### src/rtl/spi_slave_ctrl_if.sv
// SPI-slave bus bundle: serial pins plus the parallel word/read-data path to
// the RAM. The optional frame_err strobe exists only when
// SPI_SLAVE_FRAME_ERR_EN is defined.
interface spi_slave_ctrl_if #(parameter int DATA_W = 8);
    logic              SS_n;
    logic              MOSI;
    logic              MISO;
    logic [DATA_W+1:0] rx_data;
    logic              rx_valid;
    logic [DATA_W-1:0] tx_data;
    logic              tx_valid;
`ifdef SPI_SLAVE_FRAME_ERR_EN
    logic              frame_err;

    modport slave  (input  SS_n, MOSI, tx_data, tx_valid,
                    output MISO, rx_data, rx_valid, frame_err);
    modport master (output SS_n, MOSI, tx_data, tx_valid,
                    input  MISO, rx_data, rx_valid, frame_err);
`else
    modport slave  (input  SS_n, MOSI, tx_data, tx_valid,
                    output MISO, rx_data, rx_valid);
    modport master (output SS_n, MOSI, tx_data, tx_valid,
                    input  MISO, rx_data, rx_valid);
`endif
endinterface

### src/rtl/spi_slave_ctrl.sv
// SPI slave front end for the single-port RAM subsystem. Deserialises a
// command bit plus a 10-bit word {opcode, payload} per frame, strobes it to
// the RAM with rx_valid, and shifts the RAM's read data back out on MISO,
// MSB first. One SPI bit per clk cycle while SS_n is low.
// Optional macro SPI_SLAVE_FRAME_ERR_EN adds a one-cycle frame_err strobe
// after any frame aborted before it finished.
module spi_slave_ctrl #(
    parameter int DATA_W = 8
) (
    input  logic            clk,
    input  logic            rst_n,
    spi_slave_ctrl_if.slave bus
);
    localparam int RX_W  = DATA_W + 2;
    localparam int TXC_W = $clog2(DATA_W + 1);
    localparam logic [3:0] LAST_BIT = 4'(RX_W - 1);
    localparam logic [3:0] FULL     = 4'(RX_W);

    typedef enum logic [2:0] {
        IDLE      = 3'd0,
        CHK_CMD   = 3'd1,
        WRITE     = 3'd2,
        READ_ADD  = 3'd3,
        READ_DATA = 3'd4
    } state_t;

    state_t             state, next_state;
    logic [3:0]         bit_cnt;       // saturates at FULL, never wraps
    logic [RX_W-2:0]    rx_shift;      // first RX_W-1 bits; the last comes straight from MOSI
    logic               rd_addr_seen;  // a read address went out, next read frame is data
    logic [DATA_W-1:0]  tx_shift;
    logic [TXC_W-1:0]   tx_left;       // MISO bits still to present after the current one
    logic               tx_armed;      // read word issued, waiting for tx_valid
    logic               receiving;
    logic               complete;
    logic               abort;
`ifdef SPI_SLAVE_FRAME_ERR_EN
    logic               abort_err;
`endif

    // State register.
    always_ff @(posedge clk) begin
        // NOTE: every clocked assignment is non-blocking so all registers
        // update from the same pre-edge values regardless of statement order.
        if (!rst_n) state <= IDLE;
        else        state <= next_state;
    end

    // Next-state decode plus the per-edge frame qualifiers.
    always_comb begin
        // NOTE: each output gets a default first so no path can infer a latch.
        next_state = state;
        abort      = (state != IDLE) && bus.SS_n;
        receiving  = (state == WRITE || state == READ_ADD || state == READ_DATA)
                     && (bit_cnt != FULL);
        complete   = receiving && (bit_cnt == LAST_BIT);
        case (state)
            IDLE:    if (!bus.SS_n) next_state = CHK_CMD;
            CHK_CMD: begin
                if (bus.SS_n)          next_state = IDLE;
                else if (!bus.MOSI)    next_state = WRITE;
                else if (rd_addr_seen) next_state = READ_DATA;
                else                   next_state = READ_ADD;
            end
            default: if (bus.SS_n) next_state = IDLE;
        endcase
`ifdef SPI_SLAVE_FRAME_ERR_EN
        // An abort on the completing edge still delivers the word, so only
        // strictly fewer than LAST_BIT bits held counts as short.
        abort_err = abort && ((state == CHK_CMD)
                              || (receiving && bit_cnt < LAST_BIT)
                              || (state == READ_DATA && tx_left != '0));
`endif
    end

    // Receive shifting, word issue, read-address tracking and MISO serialisation.
    always_ff @(posedge clk) begin
        if (!rst_n) begin
            bit_cnt      <= '0;
            rx_shift     <= '0;
            rd_addr_seen <= 1'b0;
            tx_shift     <= '0;
            tx_left      <= '0;
            tx_armed     <= 1'b0;
            bus.rx_data  <= '0;
            bus.rx_valid <= 1'b0;
            bus.MISO     <= 1'b0;
`ifdef SPI_SLAVE_FRAME_ERR_EN
            bus.frame_err <= 1'b0;
`endif
        end else begin
            bus.rx_valid <= 1'b0;
`ifdef SPI_SLAVE_FRAME_ERR_EN
            bus.frame_err <= abort_err;
`endif
            if (receiving) rx_shift <= {rx_shift[RX_W-3:0], bus.MOSI};

            if (abort)          bit_cnt <= '0;
            else if (receiving) bit_cnt <= bit_cnt + 4'd1;

            // The completing edge issues the word even if SS_n rises on it.
            if (complete) begin
                bus.rx_data  <= {rx_shift, bus.MOSI};
                bus.rx_valid <= 1'b1;
                if (state == READ_ADD)       rd_addr_seen <= 1'b1;
                else if (state == READ_DATA) rd_addr_seen <= 1'b0;
            end

            if (abort) begin
                tx_armed <= 1'b0;
                tx_left  <= '0;
                bus.MISO <= 1'b0;
            end else if (tx_armed && bus.tx_valid) begin
                tx_armed <= 1'b0;
                bus.MISO <= bus.tx_data[DATA_W-1];
                tx_shift <= {bus.tx_data[DATA_W-2:0], 1'b0};
                tx_left  <= TXC_W'(DATA_W - 1);
            end else begin
                if (complete && state == READ_DATA) tx_armed <= 1'b1;
                if (tx_left != '0) begin
                    bus.MISO <= tx_shift[DATA_W-1];
                    tx_shift <= {tx_shift[DATA_W-2:0], 1'b0};
                    tx_left  <= tx_left - 1'b1;
                end else begin
                    bus.MISO <= 1'b0;
                end
            end
        end
    end
endmodule
### src/flat_wrapper.sv
// flat-port wrapper written by rule: the top's interface ports become plain ports
module spi_slave_ctrl_flat 
#(
    parameter int DATA_W = 8
)
  (clk, rst_n, bus_SS_n, bus_MOSI, bus_tx_data, bus_tx_valid, bus_MISO, bus_rx_data, bus_rx_valid);
  spi_slave_ctrl_if #(.DATA_W(DATA_W)) bus_i ();
  input  logic clk;
  input  logic rst_n;
  input wire logic [$bits(bus_i.SS_n)-1:0] bus_SS_n;
  input wire logic [$bits(bus_i.MOSI)-1:0] bus_MOSI;
  input wire logic [$bits(bus_i.tx_data)-1:0] bus_tx_data;
  input wire logic [$bits(bus_i.tx_valid)-1:0] bus_tx_valid;
  output wire logic [$bits(bus_i.MISO)-1:0] bus_MISO;
  output wire logic [$bits(bus_i.rx_data)-1:0] bus_rx_data;
  output wire logic [$bits(bus_i.rx_valid)-1:0] bus_rx_valid;
  assign bus_i.SS_n = bus_SS_n;
  assign bus_i.MOSI = bus_MOSI;
  assign bus_i.tx_data = bus_tx_data;
  assign bus_i.tx_valid = bus_tx_valid;
  assign bus_MISO = bus_i.MISO;
  assign bus_rx_data = bus_i.rx_data;
  assign bus_rx_valid = bus_i.rx_valid;
  spi_slave_ctrl #(.DATA_W(DATA_W)) u_core (.clk(clk), .rst_n(rst_n), .bus(bus_i));
endmodule
### config.mk
export PLATFORM = sky130hd
export DESIGN_NAME = spi_slave_ctrl_flat
export DESIGN_NICKNAME = d
export VERILOG_FILES = /design/src/rtl/spi_slave_ctrl_if.sv /design/src/rtl/spi_slave_ctrl.sv /design/src/flat_wrapper.sv
export SDC_FILE = /design/constraint.sdc
export NUM_CORES = 1
export LEC_CHECK = 0
export CORE_MARGIN = 1
export CORE_UTILIZATION = 40
export CTS_CLUSTER_DIAMETER = 50
export DETAILED_ROUTE_END_ITERATION = 16
export PLACE_DENSITY_LB_ADDON = 0.15
export RECOVER_POWER = 50
export SYNTH_ARGS = -nofsm -noshare
export SYNTH_HDL_FRONTEND = slang
export SYNTH_SLANG_ARGS = --single-unit
export TNS_END_PERCENT = 100
### constraint.sdc
create_clock -name clk -period 1.84 [get_ports clk]
set_input_delay 0.276 -clock clk [delete_from_list [all_inputs] [get_ports clk]]
set_output_delay 0.276 -clock clk [all_outputs]
set_load 0.03 [all_outputs]
Word-level counts from Yosys, hierarchy flattened
Cells that the tools add are included.
Storage, ports and cells
  flip-flop bits (word level): 42
  bits of input ports: 13
  word-level logic and storage cells: 55
  output and inout bits: 12
Operators by class
  $add $sub $neg: 2
  muxes and demuxes: 15
  reductions and logical operators: 18
  bitwise logic cells: 2
  equality and inequality tests: 7
Operator list (count)
  $mux W3: 7
  $mux W8: 2
  $eq A3 B2 Y1 const B: 2
  $pmux W3 S2: 1
  $reduce_and A2 Y1: 3
  $reduce_bool A3 Y1: 2
  $logic_and A1 B1 Y1: 5
  $mux W1: 5
  $add A4 B1 Y4 const B: 1
  $eq A4 B4 Y1 const B: 1
  $ne A4 B4 Y1 const B: 1
  $reduce_bool A2 Y1: 2
  $reduce_bool A4 Y1: 1
  $sub A4 B1 Y4 const B: 1
  $eq A3 B1 Y1 const B: 1
  $eq A3 B3 Y1 const B: 1
  $logic_not A3 Y1: 1
  $reduce_or A3 Y1: 1
  $logic_or A1 B1 Y1: 2
  $ne A2 B2 Y1 const B: 1
  $not A1 Y1: 2
  $reduce_or A2 Y1: 1

Depth between registers and ports, before layout
  depth in word-level cells: 6
  mapped depth: 6
  mapped depth without buffers: 5

Worst setup path after synthesis
OpenSTA, ideal clock, no wires.
  path kind: register to register
  from: register u_core.tx_left[0]
  to: register u_core.tx_shift[2]
  library setup time: 72 ps
  path slack: 213 ps
  path buffers: 1
  period minus slack after synthesis: 1627 ps
  data arrival time: 1555 ps
  cell stages (with the launch flop): 7
  data required time: 1768 ps
  cell sequence: dfxtp_1 -> inv_1 -> ha_1 -> or3b_1 -> clkbuf_1 -> o21ai_2 -> mux2i_1
Between the ends
  cells in the longest elaborated chain, start to end: 3
RTL lines
  start: declaration: line spi_slave_ctrl.sv:32  | logic [TXC_W-1:0] tx_left;
  start signal: assignment: line spi_slave_ctrl.sv:117  | tx_left <= TXC_W'(DATA_W - 1);
  start signal: assignment: line spi_slave_ctrl.sv:123  | tx_left <= tx_left - 1'b1;
  $reduce_bool A4 Y1: line spi_slave_ctrl.sv:120  | if (tx_left != '0) begin
  $reduce_bool A2 Y1 (no source line)
  $reduce_and A2 Y1 (no source line)
  end signal: assignment: line spi_slave_ctrl.sv:116  | tx_shift <= {bus.tx_data[DATA_W-2:0], 1'b0};
  end signal: assignment: line spi_slave_ctrl.sv:122  | tx_shift <= {tx_shift[DATA_W-2:0], 1'b0};
  end: declaration: line spi_slave_ctrl.sv:31  | logic [DATA_W-1:0] tx_shift;
Every way passes these cells.
A chain may end at the register's enable or synchronous reset.

Final worst setup path
  from: register u_core.tx_left[0]
  to: register u_core.tx_shift[5]
The elaborated chain is that of the path after synthesis.

==> flow_summary.toml <==
[cts]
cts.repair.resized = 0
clock_path_buffers = 2
h-tree-depth = 2
root_buffer = "clkbuf_8"
clock-sinks = 41
clk_latency_ns = 0.29
hold_buffers = 0
cts_tree = "yes"
cts_buffers = 5
post-cts-setup-buffers = 0
clk_pin_slew_ns = 0.08

[yosys]
yosysWarningCount = 0
syn-num-nets = 214
synth-seq-cells = 41
synth_area_leaders = "dfxtp_1 45%, mux2i_1 16%, nand2_1 6.3%"
async_flop_share_pct = 0
synth_largest_area_cell = "dfxtp_1"
yosysMostFrequentCell = "dfxtp_1"
synth_top_area_share_pct = 44.6
synth_flop_cell = "dfxtp_1"
ys_seq_area_share_pct = 44.6
synth-edff-count = 0
syn_inst = 196
avgSynthCellArea_um2 = 9.38
synth_cell_types = 35
yosys-top-cells-count = "41 x dfxtp_1, 31 x nand2_1, 29 x mux2i_1"
synth_area_um2 = 1840

[setup_path]
crit_chain = "inv_1 > ha_1 > or3b_1 > o21ai_4 > mux2i_1"
worst_path_max_delay_cell = "or3b_1"
r2r_slack_ns = 0.10
endpoint = "u_core.tx_shift[5]"
critical_path_depth = 5
path_delay_family = "simple AND/OR/NAND/NOR gates"
ff2ff_path_depth = 5
rr_startpoint = "u_core.tx_left[0]"
crit_fanout = 7
end_kind = "register"
slowest_delay_ns = 0.47
cp-startpoint = "u_core.tx_left[0]"
cp_num_buf_inv = 1
r2r_end = "u_core.tx_shift[5]"
arrival_ns = 1.95
worstPathRequired_ns = 2.05
crit_path_start_kind = "register"
path_class = "reg2reg"

[routing]
top_layer = "met4"
final_antenna_net_count = 0
dr.pass1.iters = 4
wl_met2_mm = 1.66
via_per_inst = 5.20
met1_length_mm = 1.71
vias = 1431
wl_met3_um = 90
wl_per_cell_um = 12.7
drcViolationCount = 0
wl_mm = 3.50
drt_iter0_markers = 51

[global_route]
grt_max_degree = 45
antenna_found_initial = 0
grt_pass1_wl_mm = 5.92
grt_use_total_pct = 15.1
grt_pass1_vias = 1353
globalRoute.totalOverflow = 0

[placed_design]
place_hpwl_mm = 2.45
placed_cell_area_um2 = 2150
port_buffers = 24
place_congestion = 0.819

[final_layout]
antenna_cells = 0
area_growth_pct = 23.7
fin_area_um2 = 2280
drive_above_1_share_pct = 8.07
nets = 240
fillers = 418

[power]
p_leak_nw = 0.961
peakVddDrop_v = 0.000495
powerDensity_nw_per_um2 = 935

[timing]
skew_ns = 0.00713
slew_violations = 0
period_share_pct = 94.3
clock.fmax_mhz = 576
period_minus_slack_ns = 1.74
tns_ns = 0
rsz0062_at_grt = "no"
worstMarginPinSlew_ns = 0.607
hold_ws_ns = 0.461
final_hold_viol_count = 0
maxSlewHeadroom_pct = 59.5
setup_viol = 0

[floorplan]
io_pins = 25
core-area_um2 = 4380
num_rows = 24
die_h_um = 69.8
die_area_um2 = 4870
initial_utilization_pct = 42.0
die_x_um = 69.8

[run_status]
outcome = "finished, final reports clean"

[hold_path]
hp-class = "reg2reg"

[job]
cap_violations = 0
==> registers in the layout, summed over array words and instances (netlist names) <==
name	count
u_core.bit_cnt	4
u_core.state	3
u_core.bus.rx_data	10
u_core.rx_shift	9
u_core.bus.rx_valid	1
u_core.tx_left	4
u_core.tx_armed	1
u_core.rd_addr_seen	1
u_core.tx_shift	7
u_core.bus.MISO	1
==> final cells by class <==
type / instances / area (um2) / area share, %
multi-input cells: 136 / 946 / 41.6
flip-flops and latches: 41 / 821 / 36.1
repair buffers: 30 / 294 / 12.9
clock buffers: 6 / 82.6 / 3.63
well taps: 52 / 65.1 / 2.86
clock inverters: 2 / 37.5 / 1.65
inverters: 8 / 30.0 / 1.32
==> cell families (layout without fill, tap and decap cells) <==
logic type	Yosys count	after routing	synth area share, %
fa+ha+maj	5	5	3.40
flops	41	41	44.6
simple gates	67	67	18.4
buf+inv	19	46	4.56
compound gates	33	33	12.2
xor+xnor	1	1	0.476
mux	30	30	16.4
==> layout by cell type, fill, tap and decap left out, types with 4 or more instances in the layout <==
cell,count
a21boi_0,6
a21oi_1,6
and3_1,7
buf_4,4
clkbuf_8,6
clkdlybuf4s50_1,11
dfxtp_1,41
dlygate4sd3_1,13
ha_1,5
inv_1,8
mux2i_1,29
nand2_1,31
nand2b_1,6
nand3_1,6
nor2_1,5
o21ai_0,6
==> worst min-delay path: cells and delay by family, from the launching register on <==
family	cells	cell delay (ns)
and+or+nand+nor	1	0.05
DFF	1	0.31
muxes	1	0.06
==> layer usage <==
metal | GRT usage (%) | up-vias
li1 | - | 733
met2 | 23.9 | 21
met3 | 4.94 | 4
met4 | 4.89 | 0
met1 | 19.4 | 673
met5 | 0 | -
==> how the worst min path moves through the flow <==
stage,to,startpoint,depth (start not counted)
floorplan,u_core.bus.MISO,bus_tx_data[7],2
global placement,u_core.tx_shift[6],u_core.tx_shift[6],2
detailed placement,u_core.tx_shift[6],u_core.tx_shift[6],2
CTS,u_core.tx_shift[6],u_core.tx_shift[6],2
global route,u_core.bus.rx_data[1],u_core.bus.rx_data[1],2
finish,u_core.bus.rx_data[1],u_core.bus.rx_data[1],2
==> metrics by stage <==
stage | setup slack, ns | utilization [%] | power (mW) | instances
after floorplan | 0.213 | - | 1.30 | 196
after global placement | 0.159 | 49.0 | 1.36 | 267
after detailed placement | 0.0478 | 49.0 | 1.39 | 267
after CTS | 0.0114 | 51.7 | 2.14 | 275
after global routing | 0.00741 | 51.9 | 2.24 | 275
final | 0.105 | 51.9 | 2.13 | 275
==> power by group <==
| part | internal (mW) | leakage, nW | switching, mW |
|---|---|---|---|
| Clock | 0.441 | 0.0574 | 0.303 |
| Combinational | 0.214 | 0.573 | 0.208 |
| Sequential | 0.926 | 0.331 | 0.0346 |
| Total | 1.58 | 0.961 | 0.546 |
Note: power is estimated with default switching activity, not from simulation.
